===== src/rtl/stream_to_register_fifo.sv =====
// Receive-side stream FIFO exposed to software through the register server
// interface. The stream side fills the FIFO. Reading the DATA register pops the
// head entry. The STATUS register reports empty, full, sticky underflow and the
// fill count, and a write to STATUS with bit 0 set flushes the FIFO.
module stream_to_register_fifo #(
    parameter int unsigned DATA_WIDTH         = 32,
    parameter int unsigned REGISTER_ADDR_BITS = 8,
    parameter int unsigned DEPTH              = 16,
    parameter int unsigned DATA_REGISTER_NO   = 1,
    parameter int unsigned STATUS_REGISTER_NO = 2
) (
    input  logic                          aclk,
    input  logic                          areset,
    input  logic [DATA_WIDTH-1:0]         s_tdata,
    input  logic                          s_tvalid,
    output logic                          s_tready,
    input  logic                          wren,
    input  logic [REGISTER_ADDR_BITS-1:0] wreg_no,
    input  logic [DATA_WIDTH-1:0]         wreg_data,
    input  logic                          rden,
    input  logic [REGISTER_ADDR_BITS-1:0] rreg_no,
    output logic [DATA_WIDTH-1:0]         rreg_data,
    output logic                          data_avail
);

    localparam int unsigned CW = $clog2(DEPTH + 1);
    localparam int unsigned PW = $clog2(DEPTH);
    localparam logic [CW-1:0] FULL_COUNT = CW'(DEPTH);
    localparam logic [REGISTER_ADDR_BITS-1:0] DATA_REG   = REGISTER_ADDR_BITS'(DATA_REGISTER_NO);
    localparam logic [REGISTER_ADDR_BITS-1:0] STATUS_REG = REGISTER_ADDR_BITS'(STATUS_REGISTER_NO);

    logic [DATA_WIDTH-1:0] mem [DEPTH];
    logic [PW-1:0]         wr_ptr;
    logic [PW-1:0]         rd_ptr;
    logic [CW-1:0]         count;
    logic                  underflow;

    logic empty;
    logic full;
    logic flush;
    logic push;
    logic pop;
    logic data_read;
    logic status_read;
    logic unused_wdata_bits;

    // Handshake and strobe decode; ready never depends on a same-cycle pop
    always_comb begin
        empty       = (count == '0);
        full        = (count == FULL_COUNT);
        flush       = wren && (wreg_no == STATUS_REG) && wreg_data[0];
        s_tready    = ~areset && ~full && ~flush;
        push        = s_tvalid && s_tready;
        data_read   = rden && (rreg_no == DATA_REG);
        status_read = rden && (rreg_no == STATUS_REG);
        pop         = data_read && ~empty;
        data_avail  = ~empty;
    end

    // Only bit 0 of a STATUS write carries meaning
    assign unused_wdata_bits = ^wreg_data[DATA_WIDTH-1:1];

    // Pointer, count and sticky underflow state; flush takes priority over traffic
    always_ff @(posedge aclk) begin
        if (areset) begin
            wr_ptr    <= '0;
            rd_ptr    <= '0;
            count     <= '0;
            underflow <= 1'b0;
        end else if (flush) begin
            wr_ptr    <= '0;
            rd_ptr    <= '0;
            count     <= '0;
            underflow <= 1'b0;
        end else begin
            if (push) begin
                wr_ptr <= wr_ptr + PW'(1);
            end
            if (pop) begin
                rd_ptr <= rd_ptr + PW'(1);
            end
            case ({push, pop})
                2'b10:   count <= count + CW'(1);
                2'b01:   count <= count - CW'(1);
                default: count <= count;
            endcase
            if (data_read && empty) begin
                underflow <= 1'b1;
            end else if (status_read) begin
                underflow <= 1'b0;
            end
        end
    end

    // Storage array, no reset needed since contents behind the pointers are don't-care
    always_ff @(posedge aclk) begin
        if (push) begin
            mem[wr_ptr] <= s_tdata;
        end
    end

    // Combinational register read mux, sampled by the subordinate in the rden cycle
    always_comb begin
        rreg_data = '0;
        if (rreg_no == DATA_REG) begin
            if (!empty) begin
                rreg_data = mem[rd_ptr];
            end
        end else if (rreg_no == STATUS_REG) begin
            rreg_data[0]       = empty;
            rreg_data[1]       = full;
            rreg_data[2]       = underflow;
            rreg_data[16 +: CW] = count;
        end
    end

endmodule


===== config.mk =====
export PLATFORM = sky130hd
export DESIGN_NAME = stream_to_register_fifo
export DESIGN_NICKNAME = d
export VERILOG_FILES = /design/src/rtl/stream_to_register_fifo.sv
export SDC_FILE = /design/constraint.sdc
export NUM_CORES = 1
export LEC_CHECK = 0
export CORE_UTILIZATION = 64
export DETAILED_ROUTE_END_ITERATION = 12
export PLACE_DENSITY = 0.87
export SETUP_SLACK_MARGIN = 0.05
export SLEW_MARGIN = 20
export SYNTH_ARGS = -nofsm -noshare
export SYNTH_HDL_FRONTEND = slang
export SYNTH_SLANG_ARGS = --single-unit

===== constraint.sdc =====
create_clock -name aclk -period 12.8 [get_ports aclk]
set_input_delay 3.84 -clock aclk [delete_from_list [all_inputs] [get_ports aclk]]
set_output_delay 3.84 -clock aclk [all_outputs]
set_load 0.02 [all_outputs]

==> results.sh, run 1 <==
export IMPL_status="finished, final reports clean"
export IMPL_power_mw=3.51
export IMPL_avgViaCountPerCell=6.96
export IMPL_htreeDepth=2
export IMPL_nFillCells=1607
export IMPL_clock_path_buffers=3
export IMPL_fin_crit_ps=10390
export IMPL_synth_edf_count=512
export IMPL_drtIter0Drc=1189
export IMPL_yosysTopAreaCellShare_pct=74.7
export IMPL_worstSkewPairLatency_ps=580
export IMPL_cts_root_buf="clkbuf_16"
export IMPL_netlist_instances=927
export IMPL_path_class="in -> out"
export IMPL_core_mm2=0.0316
export IMPL_layout_drive_gt1_share_pct=23.2
export IMPL_finalSetupTns_ps=0
export IMPL_cts_resized=0
export IMPL_cp_arrival_ps=6550
export IMPL_grt_pass1_vias=10700
export IMPL_power_leakage_nw=7.13
export IMPL_final_hold_viol_count=0
export IMPL_layout_cells_non_filler=1478
export IMPL_area_growth_pct=15.0
export IMPL_dr_total_vias=10300
export IMPL_start_util_pct=65.1
export IMPL_yosysWarnings=0
export IMPL_post_cts_buffers=0
export IMPL_rsz0062_at_grt="false"
export IMPL_syn_area_mm2=0.0206
export IMPL_r2r_start="count[2]"
export IMPL_grt_pass1_wl_um=68700
export IMPL_cp_data_required_time_ps=8960
export IMPL_route_detailed_drc=0
export IMPL_fin_skew_ps=30.5
export IMPL_cts_made_buffers=50
export IMPL_synth_cell_type_count=46
export IMPL_dp_hpwl_um=23000
export IMPL_syn_num_nets=1020
export IMPL_hp_start="rd_ptr[3]"
export IMPL_clk_transition_reported_paths_ps=60
export IMPL_grt_overflow_total=0
export IMPL_clock_sinks=530
export IMPL_antenna_found_initial=2
export IMPL_synth_seq_area_share_pct=76.4
export IMPL_max_slew_margin_rel_pct=27.6
export IMPL_hp_class="reg -> reg"
export IMPL_wl_per_cell_um=31.9
export IMPL_crit_fanout=32
export IMPL_syn_avg_cell_area_um2=22.2
export IMPL_slew_violations=0
export IMPL_setup_worst_path_start_class="primary input"
export IMPL_dieArea_mm2=0.0329
export IMPL_postCtsHoldBufs=0
export IMPL_regArea_mm2=0.0157
export IMPL_irDropWorstVdd_v=0.000122
export IMPL_antenna_left=0
export IMPL_io_buffers=87
export IMPL_startpoint="rreg_no[0]"
export IMPL_ys_seq_elements=530
export IMPL_grt_use_total_pct=29.6
export IMPL_cts_tree="yes"
export IMPL_max_freq_mhz=96.2
export IMPL_dp_cells=1388
export IMPL_grt_start_max_net_pins=69
export IMPL_asyncSetResetFlopFracSynth_pct=0
export IMPL_tightest_slew_ps=1090
export IMPL_die_y_um=181
export IMPL_finalWirelength_um=47200
export IMPL_post_dp_cell_area_mm2=0.0220
export IMPL_final_area_mm2=0.0237
export IMPL_cap_violations=0
export IMPL_io_pins=119
export IMPL_fp_row_count=65
export IMPL_multi_input_area_mm2=0.00469
export IMPL_synthFlopType="edfxtp_1"
export IMPL_gp_congestion=0.715
export IMPL_synth_top_area_cell="edfxtp_1"
export IMPL_dieWidth_um=181
export IMPL_synth_area_leaders="edfxtp_1 (75%), mux4_2 (14%), mux2i_1 (3.3%)"
export IMPL_timing_final_crit_share_pct=81.2
export IMPL_setup_viol=0
export IMPL_finalNetCount=1131
export IMPL_firstDrtPassIters=5
export IMPL_p_per_area_mw_per_mm2=148
export IMPL_endpoint_kind="output pin"
-- metrics by stage --
stage | worst slack, ps | hold slack (ps) | util, %
finish | 2410 | 532 | 74.8
CTS | 2430 | 525 | 74.8
floorplan | 3860 | 459 | -
global placement | 2590 | 470 | 69.6
detailed placement | 2490 | 515 | 69.6
global route | 2260 | 535 | 74.8
-- power breakdown --
group	switching, mW	internal, mW
clock	0.625	0.882
sequential	0.00648	1.91
combinational	0.0490	0.0286
total	0.681	2.82
-- critical path, cell delays in order --
cell and delay (ps):
clkdlybuf4s50_1 550, nor4b_4 480, o2111ai_4 200, buf_4 350
o22ai_1 440, clkdlybuf4s50_1 690
-- routing by layer --
layer | GRT usage (%) | routed length [µm]
met5 | 0 | 0
met4 | 13.4 | 2070
met3 | 5.36 | 3860
met2 | 50.2 | 24300
met1 | 37.7 | 16900
-- path summary, 6_finish.rpt --
path	endpoint	slack [ps]	cells past startpoint
worst max-delay path	rreg_data[22]	2410	6
worst min-delay path	rd_ptr[3]	530	2
worst max register to register	mem[9][7]	9430	5
worst min register to register	rd_ptr[3]	530	2
-- synthesized netlist by cell type, types with 7 or more instances --
cell type	instances
o21ai_0	7
nand3_1	9
a21oi_1	8
clkbuf_1	12
nor2_1	25
ha_1	8
o22ai_1	24
mux2i_1	68
dfxtp_1	18
buf_2	29
inv_1	9
mux4_2	128
edfxtp_1	512
-- layout by cell type (no fill, tap or decap), drive strengths merged, types with 2 or more instances in the layout --
cell type      synthesis  layout
edfxtp               512     512
mux4                 128     128
clkdlybuf4s50          0      87
mux2i                 68      68
clkbuf                12      60
nor2                  25      25
o22ai                 24      24
buf                   39      23
dfxtp                 18      18
clkinv                 0      17
o21ai                 13      13
inv                    9      11
nand3                  9       9
a21oi                  8       8
ha                     8       8
bufinv                 0       8
a2bb2oi                7       7
xor2                   5       5
nor3                   4       4
o211ai                 4       4
o2111ai                3       3
nand2                  3       3
or3                    3       3
nor4                   3       3
nor4b                  3       3
diode                  0       2
nand2b                 2       2
xnor2                  2       2
nor3b                  2       2
-- kinds of logic after synthesis --
family | count (synthesis) | share of synthesized area (%)
adder cells (fa/ha/maj) | 8 | 0.486
AND/OR/NAND/NOR | 59 | 1.62
flip-flops | 530 | 76.4
buffers and inverters | 60 | 1.36
XOR/XNOR | 7 | 0.298
AO/OA/AOI/OAI | 67 | 2.49
multiplexers | 196 | 17.3
-- area by class of cell --
cell class / instances / area share (%)
Clock inverter: 28 / 1.54
Multi-Input combinational cell: 337 / 19.8
Inverter: 9 / 0.143
Antenna cell: 2 / 0.0211
Clock buffer: 60 / 5.44
Sequential cell: 530 / 66.5
Tap cell: 402 / 2.12
Timing Repair Buffer: 110 / 4.41
-- sequential cells by signal (all words and copies together), names as in the netlist, named ones only --
name / count
mem: 512
count: 5
rd_ptr: 4
wr_ptr: 4
underflow: 1
(Power assumes the default switching activity.)
==> inputs of run 2 (changes only) <==
--- a/config.mk
+++ b/config.mk
@@ -5,9 +5,9 @@
 export SDC_FILE = /design/constraint.sdc
 export NUM_CORES = 1
 export LEC_CHECK = 0
-export CORE_UTILIZATION = 64
+export CORE_UTILIZATION = 59
 export DETAILED_ROUTE_END_ITERATION = 12
-export PLACE_DENSITY = 0.87
+export PLACE_DENSITY = 0.81
 export SETUP_SLACK_MARGIN = 0.05
 export SLEW_MARGIN = 20
 export SYNTH_ARGS = -nofsm -noshare
==> constraint.sdc (replaced) <==
create_clock -name aclk -period 10.68 [get_ports aclk]
set_input_delay 3.204 -clock aclk [delete_from_list [all_inputs] [get_ports aclk]]
set_output_delay 3.204 -clock aclk [all_outputs]
set_load 0.02 [all_outputs]
==> results.sh, run 2 (same netlist as run 1, synthesis figures left out) <==
export IMPL_cap_violations=0
export IMPL_regArea_mm2=0.0157
export IMPL_antenna_left=0
export IMPL_route_detailed_drc=0
export IMPL_hold_ws_ps=502
export IMPL_clock_path_buffers=3
export IMPL_grt_use_total_pct=26.0
export IMPL_fin_skew_ps=21.5
export IMPL_irDropWorstVdd_v=0.000148
export IMPL_power_leakage_nw=7.14
export IMPL_layout_common_cells="edfxtp_1 (512), mux4_2 (128), clkdlybuf4s50_1 (87)"
export IMPL_final_hold_viol_count=0
export IMPL_fp_row_count=68
export IMPL_cts_tree="yes"
export IMPL_setup_worst_path_start_class="primary input"
export IMPL_worstRegToRegCells=5
export IMPL_grt_overflow_total=0
export IMPL_grt_start_max_net_pins=60
export IMPL_hold_end="rd_ptr[3]"
export IMPL_grt_pass1_wl_um=66600
export IMPL_hp_class="reg -> reg"
export IMPL_area_growth_pct=15.3
export IMPL_hold_depth=2
export IMPL_slew_violations=0
export IMPL_io_pins=119
export IMPL_fin_crit_ps=9340
export IMPL_io_buffers=87
export IMPL_cp_data_required_time_ps=7480
export IMPL_layout_drive_gt1_share_pct=23.5
export IMPL_finalWirelength_um=45700
export IMPL_status="finished, final reports clean"
export IMPL_cts_resized=0
export IMPL_place_ws_ps=1210
export IMPL_endpoint_kind="output pin"
export IMPL_post_cts_buffers=0
export IMPL_htreeDepth=2
export IMPL_top_register="mem"
export IMPL_post_dp_cell_area_mm2=0.0221
export IMPL_max_slew_margin_rel_pct=33.1
export IMPL_p_per_area_mw_per_mm2=175
export IMPL_grt_pass1_vias=10400
export IMPL_max_freq_mhz=107
export IMPL_antenna_found_initial=3
export IMPL_dp_cells=1442
export IMPL_worstSkewPairLatency_ps=570
export IMPL_dp_hpwl_um=22000
export IMPL_dr_total_vias=10200
export IMPL_finalWorstSetupSlack_ps=1340
export IMPL_dieWidth_um=189
export IMPL_gp_congestion=0.722
export IMPL_finalSetupTns_ps=0
export IMPL_clock_sinks=530
export IMPL_dieArea_mm2=0.0356
export IMPL_avgViaCountPerCell=6.61
export IMPL_firstDrtPassIters=5
export IMPL_layout_commonest_cell="edfxtp_1"
export IMPL_layout_cells_non_filler=1538
export IMPL_reg_largest_list="mem (512), count (5)"
export IMPL_setup_viol=0
export IMPL_crit_fanout=17
export IMPL_final_area_mm2=0.0237
export IMPL_die_y_um=189
export IMPL_rrSetupSlack_ps=7490
export IMPL_reg2reg_to="mem[9][27]"
export IMPL_postCtsHoldBufs=0
export IMPL_wl_per_cell_um=29.7
export IMPL_tightest_slew_ps=1000
export IMPL_finalNetCount=1134
export IMPL_cp_arrival_ps=6140
export IMPL_drtIter0Drc=1258
export IMPL_start_util_pct=59.7
export IMPL_multi_input_area_mm2=0.00469
export IMPL_core_mm2=0.0345
export IMPL_timing_final_crit_share_pct=87.5
export IMPL_largest_reg_flops=512
export IMPL_clk_transition_reported_paths_ps=70
export IMPL_cts_root_buf="clkbuf_16"
export IMPL_hp_start="rd_ptr[3]"
export IMPL_nFillCells=2018
export IMPL_cts_made_buffers=51
export IMPL_rsz0062_at_grt="false"
export IMPL_r2r_start="count[2]"
export IMPL_path_class="in -> out"
## run 2: changes by cell type in the layout (fill, tap and decap cells not counted), sizes merged
cell / before / now
buf: 23 / 25
bufinv: 8 / 4
clkbuf: 60 / 59
clkinv: 17 / 25
clkinvlp: 1 / 2
inv: 11 / 12
## run 2: layout make-up
| type | instances | share of cell area, % |
|---|---|---|
| tap | 455 | 2.40 |
| inverter | 9 | 0.142 |
| sequential | 530 | 66.3 |
| antenna | 2 | 0.0211 |
| clock inverter | 34 | 1.22 |
| clock buffer | 59 | 5.59 |
| timing repair buffer | 112 | 4.54 |
| multi-input combinational | 337 | 19.8 |
## run 2: per-stage QoR
stage / util (%) / power (mW)
after floorplan: - / 2.37
after global placement: 64.1 / 2.43
after detailed placement: 64.1 / 2.43
after CTS: 68.8 / 4.16
after global routing: 68.9 / 4.24
final: 68.9 / 4.15
## run 2: how the worst max path moves through the flow
stage / from / slack, ps / cells past startpoint / to
6_report: rreg_no[3] / 1340 / 6 / rreg_data[7]
5_1_grt: rreg_no[3] / 1260 / 6 / rreg_data[30]
4_1_cts: rreg_no[3] / 1190 / 6 / rreg_data[7]
3_5_place_dp: rreg_no[3] / 1210 / 6 / rreg_data[25]
3_3_place_gp: rreg_no[3] / 1240 / 6 / rreg_data[30]
2_1_floorplan: rreg_no[3] / 3010 / 4 / rreg_data[15]
## run 2: worst max-delay path, cell delays in order
cell	delay, ps
clkdlybuf4s50_1	440
nor4_4	570
o2111ai_4	550
buf_4	400
o22ai_1	280
clkdlybuf4s50_1	660
## run 2: power by group
part | leakage [nW] | switching [mW] | internal, mW
logic | 1.59 | 0.0570 | 0.0342
clock network | 0.789 | 0.762 | 0.990
registers | 4.76 | 0.00726 | 2.29
## run 2: metal layers
| metal | wire length (µm) | up-vias | global-route usage [%] |
|---|---|---|---|
| met2 | 23700 | 583 | 43.4 |
| met3 | 3530 | 91 | 4.17 |
| met4 | 1140 | 0 | 8.81 |
| met5 | 0 | - | 0 |
| met1 | 17300 | 5327 | 35.2 |
| li1 | - | 4159 | - |
==> inputs of run 3 (changes only) <==
--- a/config.mk
+++ b/config.mk
@@ -9,6 +9,7 @@
 export DETAILED_ROUTE_END_ITERATION = 12
 export PLACE_DENSITY = 0.81
 export SETUP_SLACK_MARGIN = 0.05
+export SKIP_LAST_GASP = 1
 export SLEW_MARGIN = 20
 export SYNTH_ARGS = -nofsm -noshare
 export SYNTH_HDL_FRONTEND = slang
==> constraint.sdc (replaced) <==
create_clock -name aclk -period 9.56 [get_ports aclk]
set_input_delay 2.868 -clock aclk [delete_from_list [all_inputs] [get_ports aclk]]
set_output_delay 2.868 -clock aclk [all_outputs]
set_load 0.02 [all_outputs]
==> results.sh, run 3 (same netlist as run 1, synthesis figures left out) <==
export IMPL_status="finished, final reports clean"
export IMPL_final_util_pct=69.0
export IMPL_cts_made_buffers=51
export IMPL_fin_crit_ps=8680
export IMPL_startpoint="rreg_no[3]"
export IMPL_cp_data_required_time_ps=6690
export IMPL_worstSkewPairLatency_ps=550
export IMPL_path_class="in -> out"
export IMPL_max_freq_mhz=115
export IMPL_wl_per_cell_um=28.5
export IMPL_setup_worst_path_start_class="primary input"
export IMPL_dieWidth_um=189
export IMPL_grt_pass1_vias=10200
export IMPL_start_util_pct=59.7
export IMPL_irDropWorstVdd_v=0.000160
export IMPL_post_cts_buffers=0
export IMPL_route_detailed_drc=0
export IMPL_crit_fanout=20
export IMPL_grt_pass1_wl_um=64400
export IMPL_io_pins=119
export IMPL_fin_skew_ps=14.6
export IMPL_finalSetupTns_ps=0
export IMPL_clock_path_buffers=3
export IMPL_tightest_slew_ps=1070
export IMPL_rsz0062_at_grt="false"
export IMPL_layout_drive_gt1_share_pct=24.0
export IMPL_timing_final_crit_share_pct=90.8
export IMPL_htreeDepth=2
export IMPL_die_y_um=189
export IMPL_hp_class="reg -> reg"
export IMPL_power_leakage_nw=7.15
export IMPL_final_hold_viol_count=0
export IMPL_multi_input_area_mm2=0.00469
export IMPL_dr_total_vias=9958
export IMPL_grt_overflow_total=0
export IMPL_core_mm2=0.0345
export IMPL_setup_viol=0
export IMPL_p_per_area_mw_per_mm2=197
export IMPL_io_buffers=87
export IMPL_cts_tree="yes"
export IMPL_antenna_left=0
export IMPL_cap_violations=0
export IMPL_fp_row_count=68
export IMPL_largest_reg_flops=512
export IMPL_nFillCells=2005
export IMPL_gp_congestion=0.709
export IMPL_dieArea_mm2=0.0356
export IMPL_grt_start_max_net_pins=115
export IMPL_layout_commonest_cell="edfxtp_1"
export IMPL_area_growth_pct=15.5
export IMPL_antenna_found_initial=2
export IMPL_avgViaCountPerCell=6.48
export IMPL_max_slew_margin_rel_pct=28.5
export IMPL_reg_largest_list="mem (512), count (5)"
export IMPL_grt_use_total_pct=25.3
export IMPL_hp_start="rd_ptr[3]"
export IMPL_slew_violations=0
export IMPL_clk_transition_reported_paths_ps=60
export IMPL_clock_sinks=530
export IMPL_endpoint_kind="output pin"
export IMPL_cts_resized=0
export IMPL_top_register="mem"
export IMPL_postCtsHoldBufs=0
export IMPL_layout_common_cells="edfxtp_1 (512), mux4_2 (128), clkdlybuf4s50_1 (87)"
export IMPL_dp_hpwl_um=21800
export IMPL_finalWirelength_um=43900
export IMPL_drtIter0Drc=1094
export IMPL_cts_root_buf="clkbuf_16"
export IMPL_regArea_mm2=0.0157
export IMPL_cp_arrival_ps=5810
export IMPL_firstDrtPassIters=5
export IMPL_r2r_start="count[2]"
export IMPL_finalNetCount=1132
run 3: path summary, 6_finish.rpt:
kind	slack, ps	end	cells past startpoint
setup / recovery	880	rreg_data[6]	6
hold / removal	490	rd_ptr[3]	2
setup reg to reg	6250	mem[15][27]	5
hold reg to reg	490	rd_ptr[3]	2
run 3: area by class of cell:
class / count / area share (%)
sequential: 530 / 66.2
inverter: 9 / 0.142
timing repair buffer: 110 / 4.44
antenna: 2 / 0.0211
clock buffer: 58 / 5.48
multi-input combinational: 337 / 19.7
clock inverter: 36 / 1.54
tap: 455 / 2.39
run 3: power by group:
part | internal [mW] | switching, mW | leakage [nW]
Clock | 1.17 | 0.833 | 0.817
Sequential | 2.56 | 0.00738 | 4.76
Combinational | 0.0382 | 0.0621 | 1.57
Total | 3.77 | 0.903 | 7.15
run 3: per-layer routing:
layer	vias up	track usage, %	wire length (µm)	part of all wire, %
met5	-	0	0	0
met4	0	8.68	1390	3.2
met3	106	3.67	3380	7.7
met2	506	43.3	22800	52
met1	5180	33.5	16300	37
li1	4166	-	-	-
run 3: critical path, stage by stage:
cell and delay [ps]:
clkdlybuf4s50_1 440, nor4_4 560, o2111ai_4 660, buf_4 430, o22ai_1 210, clkdlybuf4s50_1 640
run 3: through the flow:
stage / setup WS (ps) / hold WS, ps / total power [mW] / instances / cell area, µm²
after floorplan: 2560 / 459 / 2.65 / 927 / 20600
after global placement: 944 / 471 / 2.71 / 1441 / 22100
after detailed placement: 922 / 483 / 2.72 / 1441 / 22100
after CTS: 903 / 493 / 4.70 / 1535 / 23800
after global routing: 786 / 528 / 4.79 / 1536 / 23800
final: 878 / 494 / 4.67 / 1537 / 23800
